<file path="src/rtl/worley_pkg.sv">
// Shared constants, types and reset tables for the Worley feature-point animator.
package worley_pkg;

  localparam int unsigned N_POINTS_DEF  = 4;
  localparam int unsigned X_MAX_DEF     = 639;
  localparam int unsigned Y_MAX_DEF     = 479;
  localparam int unsigned V_TRIGGER_DEF = 480;

  typedef logic [9:0]        coord_t;
  typedef logic signed [3:0] vel_t;

  typedef enum logic [1:0] {IDLE, STEP, COMMIT} state_e;

  // Reset x position of point i; points past the hand-placed four spread along the axis.
  function automatic coord_t init_x(input int unsigned i);
    case (i)
      0:       init_x = coord_t'(100);
      1:       init_x = coord_t'(300);
      2:       init_x = coord_t'(500);
      3:       init_x = coord_t'(200);
      default: init_x = coord_t'((64 * i) % X_MAX_DEF);
    endcase
  endfunction

  function automatic coord_t init_y(input int unsigned i);
    case (i)
      0:       init_y = coord_t'(100);
      1:       init_y = coord_t'(200);
      2:       init_y = coord_t'(400);
      3:       init_y = coord_t'(300);
      default: init_y = coord_t'((32 * i) % Y_MAX_DEF);
    endcase
  endfunction

  // Reset velocities never include -8, so negation on a bounce always stays representable.
  function automatic vel_t init_vx(input int unsigned i);
    case (i)
      0:       init_vx = 4'sd1;
      1:       init_vx = -4'sd1;
      2:       init_vx = 4'sd2;
      3:       init_vx = -4'sd1;
      default: init_vx = 4'sd1;
    endcase
  endfunction

  function automatic vel_t init_vy(input int unsigned i);
    case (i)
      0:       init_vy = -4'sd1;
      1:       init_vy = 4'sd1;
      2:       init_vy = -4'sd1;
      3:       init_vy = -4'sd2;
      default: init_vy = 4'sd1;
    endcase
  endfunction

endpackage

</file>
<file path="src/rtl/axis_bounce_step.sv">
// One-axis position step with reflection off the 0 and max walls.
module axis_bounce_step
  import worley_pkg::*;
(
  input  coord_t     pos,
  input  vel_t       v,
  input  logic [1:0] shift,
  input  coord_t     max,
  output coord_t     pos_next,
  output vel_t       v_next
);

  logic signed [11:0] v_ext;
  logic signed [11:0] delta;
  logic signed [11:0] sum;
  logic signed [11:0] lim;

  // 12-bit signed headroom covers pos + (+-7 << 3) without overflow.
  always_comb begin
    v_ext    = {{8{v[3]}}, v};
    delta    = v_ext <<< shift;
    sum      = $signed({2'b00, pos}) + delta;
    lim      = $signed({2'b00, max});
    pos_next = sum[9:0];
    v_next   = v;
    if (sum > lim) begin
      pos_next = max;
      v_next   = -v;
    end else if (sum < 12'sd0) begin
      pos_next = '0;
      v_next   = -v;
    end
  end

endmodule

</file>
<file path="src/rtl/worley_point_animator.sv">
// Owns the Worley feature points and advances them once per frame during vertical blanking.
module worley_point_animator
  import worley_pkg::*;
#(
  parameter int unsigned N_POINTS  = N_POINTS_DEF,
  parameter int unsigned X_MAX     = X_MAX_DEF,
  parameter int unsigned Y_MAX     = Y_MAX_DEF,
  parameter int unsigned V_TRIGGER = V_TRIGGER_DEF
) (
  input  logic                    clk,
  input  logic                    rst_n,
  input  logic [9:0]              vpos,
  input  logic                    pause,
  input  logic [1:0]              speed,
  output logic [10*N_POINTS-1:0]  points_x,
  output logic [10*N_POINTS-1:0]  points_y,
  output logic                    busy,
  output logic [15:0]             frame_cnt
);

  state_e     state;
  logic [2:0] idx;
  logic [1:0] spd_l;
  logic [9:0] vpos_prev;
  logic       trig;
  logic       last;

  // Working set is stepped point by point; the output set only moves on COMMIT.
  coord_t wx [N_POINTS];
  coord_t wy [N_POINTS];
  vel_t   vx [N_POINTS];
  vel_t   vy [N_POINTS];
  coord_t ox [N_POINTS];
  coord_t oy [N_POINTS];

  coord_t cur_x, cur_y, nxt_x, nxt_y;
  vel_t   cur_vx, cur_vy, nxt_vx, nxt_vy;

  assign trig = (vpos == 10'(V_TRIGGER)) && (vpos_prev != 10'(V_TRIGGER));
  assign last = (idx == 3'(N_POINTS - 1));

  // Select the working point addressed by idx.
  always_comb begin
    cur_x  = '0;
    cur_y  = '0;
    cur_vx = '0;
    cur_vy = '0;
    for (int i = 0; i < N_POINTS; i++) begin
      if (idx == 3'(i)) begin
        cur_x  = wx[i];
        cur_y  = wy[i];
        cur_vx = vx[i];
        cur_vy = vy[i];
      end
    end
  end

  axis_bounce_step u_step_x (
    .pos      (cur_x),
    .v        (cur_vx),
    .shift    (spd_l),
    .max      (coord_t'(X_MAX)),
    .pos_next (nxt_x),
    .v_next   (nxt_vx)
  );

  axis_bounce_step u_step_y (
    .pos      (cur_y),
    .v        (cur_vy),
    .shift    (spd_l),
    .max      (coord_t'(Y_MAX)),
    .pos_next (nxt_y),
    .v_next   (nxt_vy)
  );

  // Frame FSM: trigger detect, per-point stepping and atomic commit to the outputs.
  always_ff @(posedge clk) begin
    if (!rst_n) begin
      state     <= IDLE;
      busy      <= 1'b0;
      frame_cnt <= '0;
      vpos_prev <= '0;
      idx       <= '0;
      spd_l     <= '0;
      for (int i = 0; i < N_POINTS; i++) begin
        wx[i] <= init_x(i);
        wy[i] <= init_y(i);
        ox[i] <= init_x(i);
        oy[i] <= init_y(i);
        vx[i] <= init_vx(i);
        vy[i] <= init_vy(i);
      end
    end else begin
      vpos_prev <= vpos;
      unique case (state)
        IDLE: begin
          if (trig) begin
            frame_cnt <= frame_cnt + 16'd1;
            if (!pause) begin
              state <= STEP;
              busy  <= 1'b1;
              idx   <= '0;
              spd_l <= speed;
            end
          end
        end
        STEP: begin
          for (int i = 0; i < N_POINTS; i++) begin
            if (idx == 3'(i)) begin
              wx[i] <= nxt_x;
              wy[i] <= nxt_y;
              vx[i] <= nxt_vx;
              vy[i] <= nxt_vy;
            end
          end
          if (last) begin
            state <= COMMIT;
          end else begin
            idx <= idx + 3'd1;
          end
        end
        COMMIT: begin
          for (int i = 0; i < N_POINTS; i++) begin
            ox[i] <= wx[i];
            oy[i] <= wy[i];
          end
          state <= IDLE;
          busy  <= 1'b0;
        end
        default: begin
          state <= IDLE;
          busy  <= 1'b0;
        end
      endcase
    end
  end

  for (genvar g = 0; g < N_POINTS; g++) begin : g_out
    assign points_x[10*g +: 10] = ox[g];
    assign points_y[10*g +: 10] = oy[g];
  end

endmodule

</file>
<file path="config.mk">
export PLATFORM = sky130hd
export DESIGN_NAME = worley_point_animator
export DESIGN_NICKNAME = d
export VERILOG_FILES = /design/src/rtl/worley_pkg.sv /design/src/rtl/axis_bounce_step.sv /design/src/rtl/worley_point_animator.sv
export SDC_FILE = /design/constraint.sdc
export NUM_CORES = 1
export LEC_CHECK = 0
export BUFFER_PORTS_ARGS = -buffer_cell sky130_fd_sc_hd__buf_2
export CAP_MARGIN = 20
export CORE_ASPECT_RATIO = 1.2
export CORE_MARGIN = 2
export CORE_UTILIZATION = 35
export CTS_BUF_LIST = sky130_fd_sc_hd__clkbuf_4
export DETAILED_ROUTE_END_ITERATION = 8
export GPL_TIMING_DRIVEN = 0
export SYNTH_ARGS = -nofsm -noshare
export SYNTH_HDL_FRONTEND = slang
export SYNTH_SLANG_ARGS = --single-unit
</file>
<file path="constraint.sdc">
create_clock -name clk -period 7.3 [get_ports clk]
set_input_delay 0.365 -clock clk [delete_from_list [all_inputs] [get_ports clk]]
set_output_delay 0.365 -clock clk [all_outputs]
set_load 0.02 [all_outputs]
</file>
-- Word-level counts from Yosys, hierarchy flattened
Memory sizes are Yosys's and may differ from the RTL's.
Index checks and enable logic that the tools add are counted.
Widths: inputs -> output; s select.
- reduce and logical (&&, ||, !) cells: 9
- bitwise operators: 26
- shift-type cells: 2
- magnitude comparators: 4
- multiplexer cells: 88
- add/subtract/negate cells: 6
- eq/ne operators: 11
- operators by type and width (cell ; number):
    $mux 10 ; 33
    $mux 4 ; 24
    $add 11x12->12 ; 2
    $lt 12x1->1 const B ; 2
    $or 1x1->1 ; 24
    $sshl 4x2->12 ; 2
    $mux 1 ; 22
    $add 16x1->16 const B ; 1
    $gt 12x10->1 const B ; 1
    $gt 12x11->1 const B ; 1
    $eq 10x9->1 const B ; 1
    $ne 10x9->1 const B ; 1
    $mux 3 ; 3
    $reduce_and 3->1 ; 3
    $ne 2x2->1 const B ; 4
    $neg 4->4 ; 2
    $eq 3x2->1 const B ; 2
    $mux 2 ; 3
    $pmux 3 s2 ; 1
    $pmux 2 s2 ; 1
    $reduce_and 4->1 ; 1
    $add 3x1->3 const B ; 1
    $eq 3x1->1 const B ; 1
    $logic_not 3->1 ; 1
    8 further kinds ; 9
- RAM bits: 192
- memories kept: 6
- output and inout bits: 97
- register bits: 34
- memory list (name ; depth ; width ; read ports ; clocked after Yosys merged registers in ; write ports ; line ; text):
    ox ; 4 ; 10 ; 4 ; 0 ; 4 ; worley_point_animator.sv:33 ; coord_t ox [N_POINTS];
    oy ; 4 ; 10 ; 4 ; 0 ; 4 ; worley_point_animator.sv:34 ; coord_t oy [N_POINTS];
    wx ; 4 ; 10 ; 4 ; 0 ; 4 ; worley_point_animator.sv:29 ; coord_t wx [N_POINTS];
    wy ; 4 ; 10 ; 4 ; 0 ; 4 ; worley_point_animator.sv:30 ; coord_t wy [N_POINTS];
    vx ; 4 ; 4 ; 4 ; 0 ; 4 ; worley_point_animator.sv:31 ; vel_t vx [N_POINTS];
    vy ; 4 ; 4 ; 4 ; 0 ; 4 ; worley_point_animator.sv:32 ; vel_t vy [N_POINTS];

-- Depth between registers and ports, before layout
- word-level depth: 11
- depth in mapped cells: 23
- gate-level depth less buffers: 21

-- Modules after synthesis
Synthesis repeated with hierarchy kept, for this count alone.
- cells, all modules: 1011
- area, all modules: 11563.6 µm²
- modules (own cells, without submodules) (module ; area each (µm²) ; instances ; cells each):
    worley_point_animator ; 9332.7 ; 1 ; 713
    axis_bounce_step (u_step_y) ; 1224.9 ; 1 ; 161
    axis_bounce_step (u_step_x) ; 1006.0 ; 1 ; 137

-- Worst setup path before layout
OpenSTA, ideal clock, no wires.
- path kind: flip-flop to flip-flop
- start: register state[1]
- end: memory ox[0][0] in the netlist's numbering, enable pin
- arrival time: 6.018 ns
- path buffers: 0
- setup time: 0.629 ns
- data required time: 6.671 ns
- cell stages (with the launch flop): 3
- clock period less this slack: 6.647 ns
- slack: 0.653 ns
- cell sequence: dfxtp_1 > inv_1 > o21ai_0
- RTL lines (item ; line ; text):
    start, declared ; worley_point_animator.sv:21 ; state_e state;
    start signal, assigned ; worley_point_animator.sv:79 ; state <= IDLE;
    start signal, assigned ; worley_point_animator.sv:100 ; state <= STEP;
    start signal, assigned ; worley_point_animator.sv:117 ; state <= COMMIT;
    end, declared ; worley_point_animator.sv:33 ;

==> reports/summary.txt <==
Unrepaired setup endpoints after global routing: false
Logic gate share of total power: 8.2%
Via/cell ratio: 5.18
Die H: 202 um
Initial Util: 35.5%
Root buffer cell: clkbuf_4
Fmax: 168 MHz
CTS buffer count: 57
Mapped Area: 11400 um^2
Cell row count: 72
Clock power share: 38.5%
Status: completed
WL final: 29300 um
Initial antenna violation count: 1
PD cells: 199 nW/um^2
Drt first pass iters: 5
Max-slew headroom at the worst pin: 38.6%
Worst slew pin tran: 918 ps
Layout net count: 1246
Distinct cell type count after synthesis: 90
DR iter-0 viols: 646
Seq cells post-synth: 226
Core area: 32200 um^2
Synthesis warning total: 0
Htree depth: 2
Seq pwr share: 53.3%
Max-Cap Viols: 0
Worst IR drop on VDD: 0.000112 V
Asr flop ratio synth: 0%
Leakage power: 4.81 nW
Yosys top cell area share: 50.6%
Beginning of the critical path: idx[1]
Post-synth EDFFs: 192
Count leader, synth: edfxtp_1
Slew Limit Fails: 0
CP Launch Type: register
Mean post-synth cell area: 11.3 um^2
CTS tree: done
Fin. Hold Viols: 0
Vias in the first global route: 8641
DIE AREA: 34100 um^2
Sw frac: 24.3%
Filler cells: 3073
Largest cells by area after synthesis: edfxtp_1 (51%), dfxtp_1 (6.0%), and2_1 (4.2%)
Largest net degree at the start of global routing: 33
Bufs on Longest Clock Path: 3
Synth cell count leaders: edfxtp_1 (192), nand2_1 (84), and2_1 (76)
Setup Skew: 67.4 ps
Die width: 169 um
WHS: 172 ps
Clk slew on worst S/H paths: 60 ps
Most used flip-flop cell after synthesis: edfxtp_1
Flop2flop setup slack: 1340 ps
Mapped Cells: 1005
DP HPWL: 21300 um
Total track usage: 17.2%
Largest area contributor in the netlist: edfxtp_1
Pint: 0.00203 W
CP arrival: 6360 ps
Reg-to-reg startpoint: idx[1]
Hold path startpoint: pause
Share of layout cells above drive strength 1: 21.5%
Final GP Congestion: 0.902
CP max FO: 10
Post_cts resized: 0
GRT Residual Overflow: 0
# IOs: 112
WL per Instance: 17.9 um
CP Data Required Time: 7700 ps
Area Growth Syn to Fin: 18.2%
Hold Path Class: input pin to register
Net Sw Power: 0.000653 W
Clock sinks: 226
Clock Latency Late Sink: 740 ps
Port bufs: 111
Final worst path period need: 5960 ps
Setup violators final: 0
Tcrit/Tclk final: 81.6%
CP Capture Type: register
DRC Markers: 0
Remaining antenna violation count: 0
Setup Crit Path Kind: register to register
Overall Power: 0.00268 W
Routed vias: 8475
First-pass GRT wire length: 46100 um
Part of the Yosys area used for sequential elements: 56.5%
## area by class of cell
class                   count  area [um^2]  area share [%]
diodes                      1         2.50          0.0186
plain buffers              57          298            2.21
clock buffers              80          601            4.46
clock inverters            10         72.6           0.539
inverters                  27          101           0.752
multi-input cells         698         4630            34.3
flip-flops and latches    226         6450            47.8
well taps                 407          509            3.78
repair buffers            130          818            6.07
## stage by stage
stage          setup WS, ps  std cells  cell area, um^2  TNS (ps)  utilization, %
6_report               1340       1636            13500         0            41.9
3_3_place_gp          -1610       1526            12500   -128400            38.8
2_1_floorplan           653       1008            11400         0               -
5_1_grt                 990       1636            13500         0            41.9
4_1_cts                1450       1634            13500         0            41.9
3_5_place_dp           1520       1532            12700         0            39.4
## per-layer routing
layer / track usage [%] / share of wire (%)
met5: 0 / 0
met3: 3.30 / 6.1
met4: 8.93 / 4.1
met1: 20.7 / 41
met2: 29.3 / 49
## cell usage in the layout, fill, tap and decap left out, drive strengths merged, types with 6 or more instances in the layout
cell	count
edfxtp	192
buf	132
clkbuf	123
nand2	85
and2	78
o21ai	77
nor2	66
a21oi	54
nand2b	44
dfxtp	34
ha	32
inv	26
a22oi	23
nand3	20
xnor2	19
nor2b	18
nor3	17
a211oi	14
dlygate4sd3	12
a31oi	10
mux2i	10
or3	10
clkinv	9
o31ai	9
a21o	8
xor2	7
and4	7
o21a	6
a21boi	6
o211ai	6
o311ai	6
## sequential cells by signal (all words and copies together) (netlist names)
signal and cells:
vy 16, busy 1, ox 40, state 2, vx 16, frame_cnt 16
vpos_prev 10, wy 40, oy 40, spd_l 2, idx 3, wx 40
## timing repair
item	in CTS	in global routing
buffers inserted	0	0
hold buffers	12	0
endpoints found under the hold margin	12	0
setup endpoints to repair	0	0
## critical path, cell delays in order (launching register included)
cell	delay [ps]
dfxtp_1	330
inv_1	90
ha_1	160
buf_6	140
buf_2	220
nor2b_1	400
clkbuf_1	540
a22oi_1	160
a211oi_1	300
a21oi_1	120
inv_1	110
ha_1	230
a21oi_1	280
o2111ai_1	280
a311o_1	460
a21o_1	210
ha_1	270
buf_4	200
clkbuf_1	460
clkbuf_1	480
o21ai_0	200
## cells by family after synthesis
kind of cell | synth area share [%]
fa+ha+maj | 3.86
simple gates | 17.9
compound gates | 14.7
other cells | 0.0329
xor+xnor | 2.13
buf+inv | 3.50
mux | 1.27
flops | 56.5
## power by group through the flow
stage	registers, W	logic [W]	clock network, W
2_1_floorplan	0.00148	0.000131	0
3_3_place_gp	0.00147	0.000201	0
3_5_place_dp	0.00146	0.000215	0
4_1_cts	0.00143	0.000220	0.00107
5_1_grt	0.00143	0.000238	0.00113
6_report	0.00143	0.000220	0.00103
## path summary, 6_finish.rpt
check / endpoint / cells after the start
worst max-delay path: wx[2][8] / 20
worst min-delay path: busy / 5
worst max register to register: wx[2][8] / 20
worst min register to register: busy / 2
(Power assumes the default switching activity.)
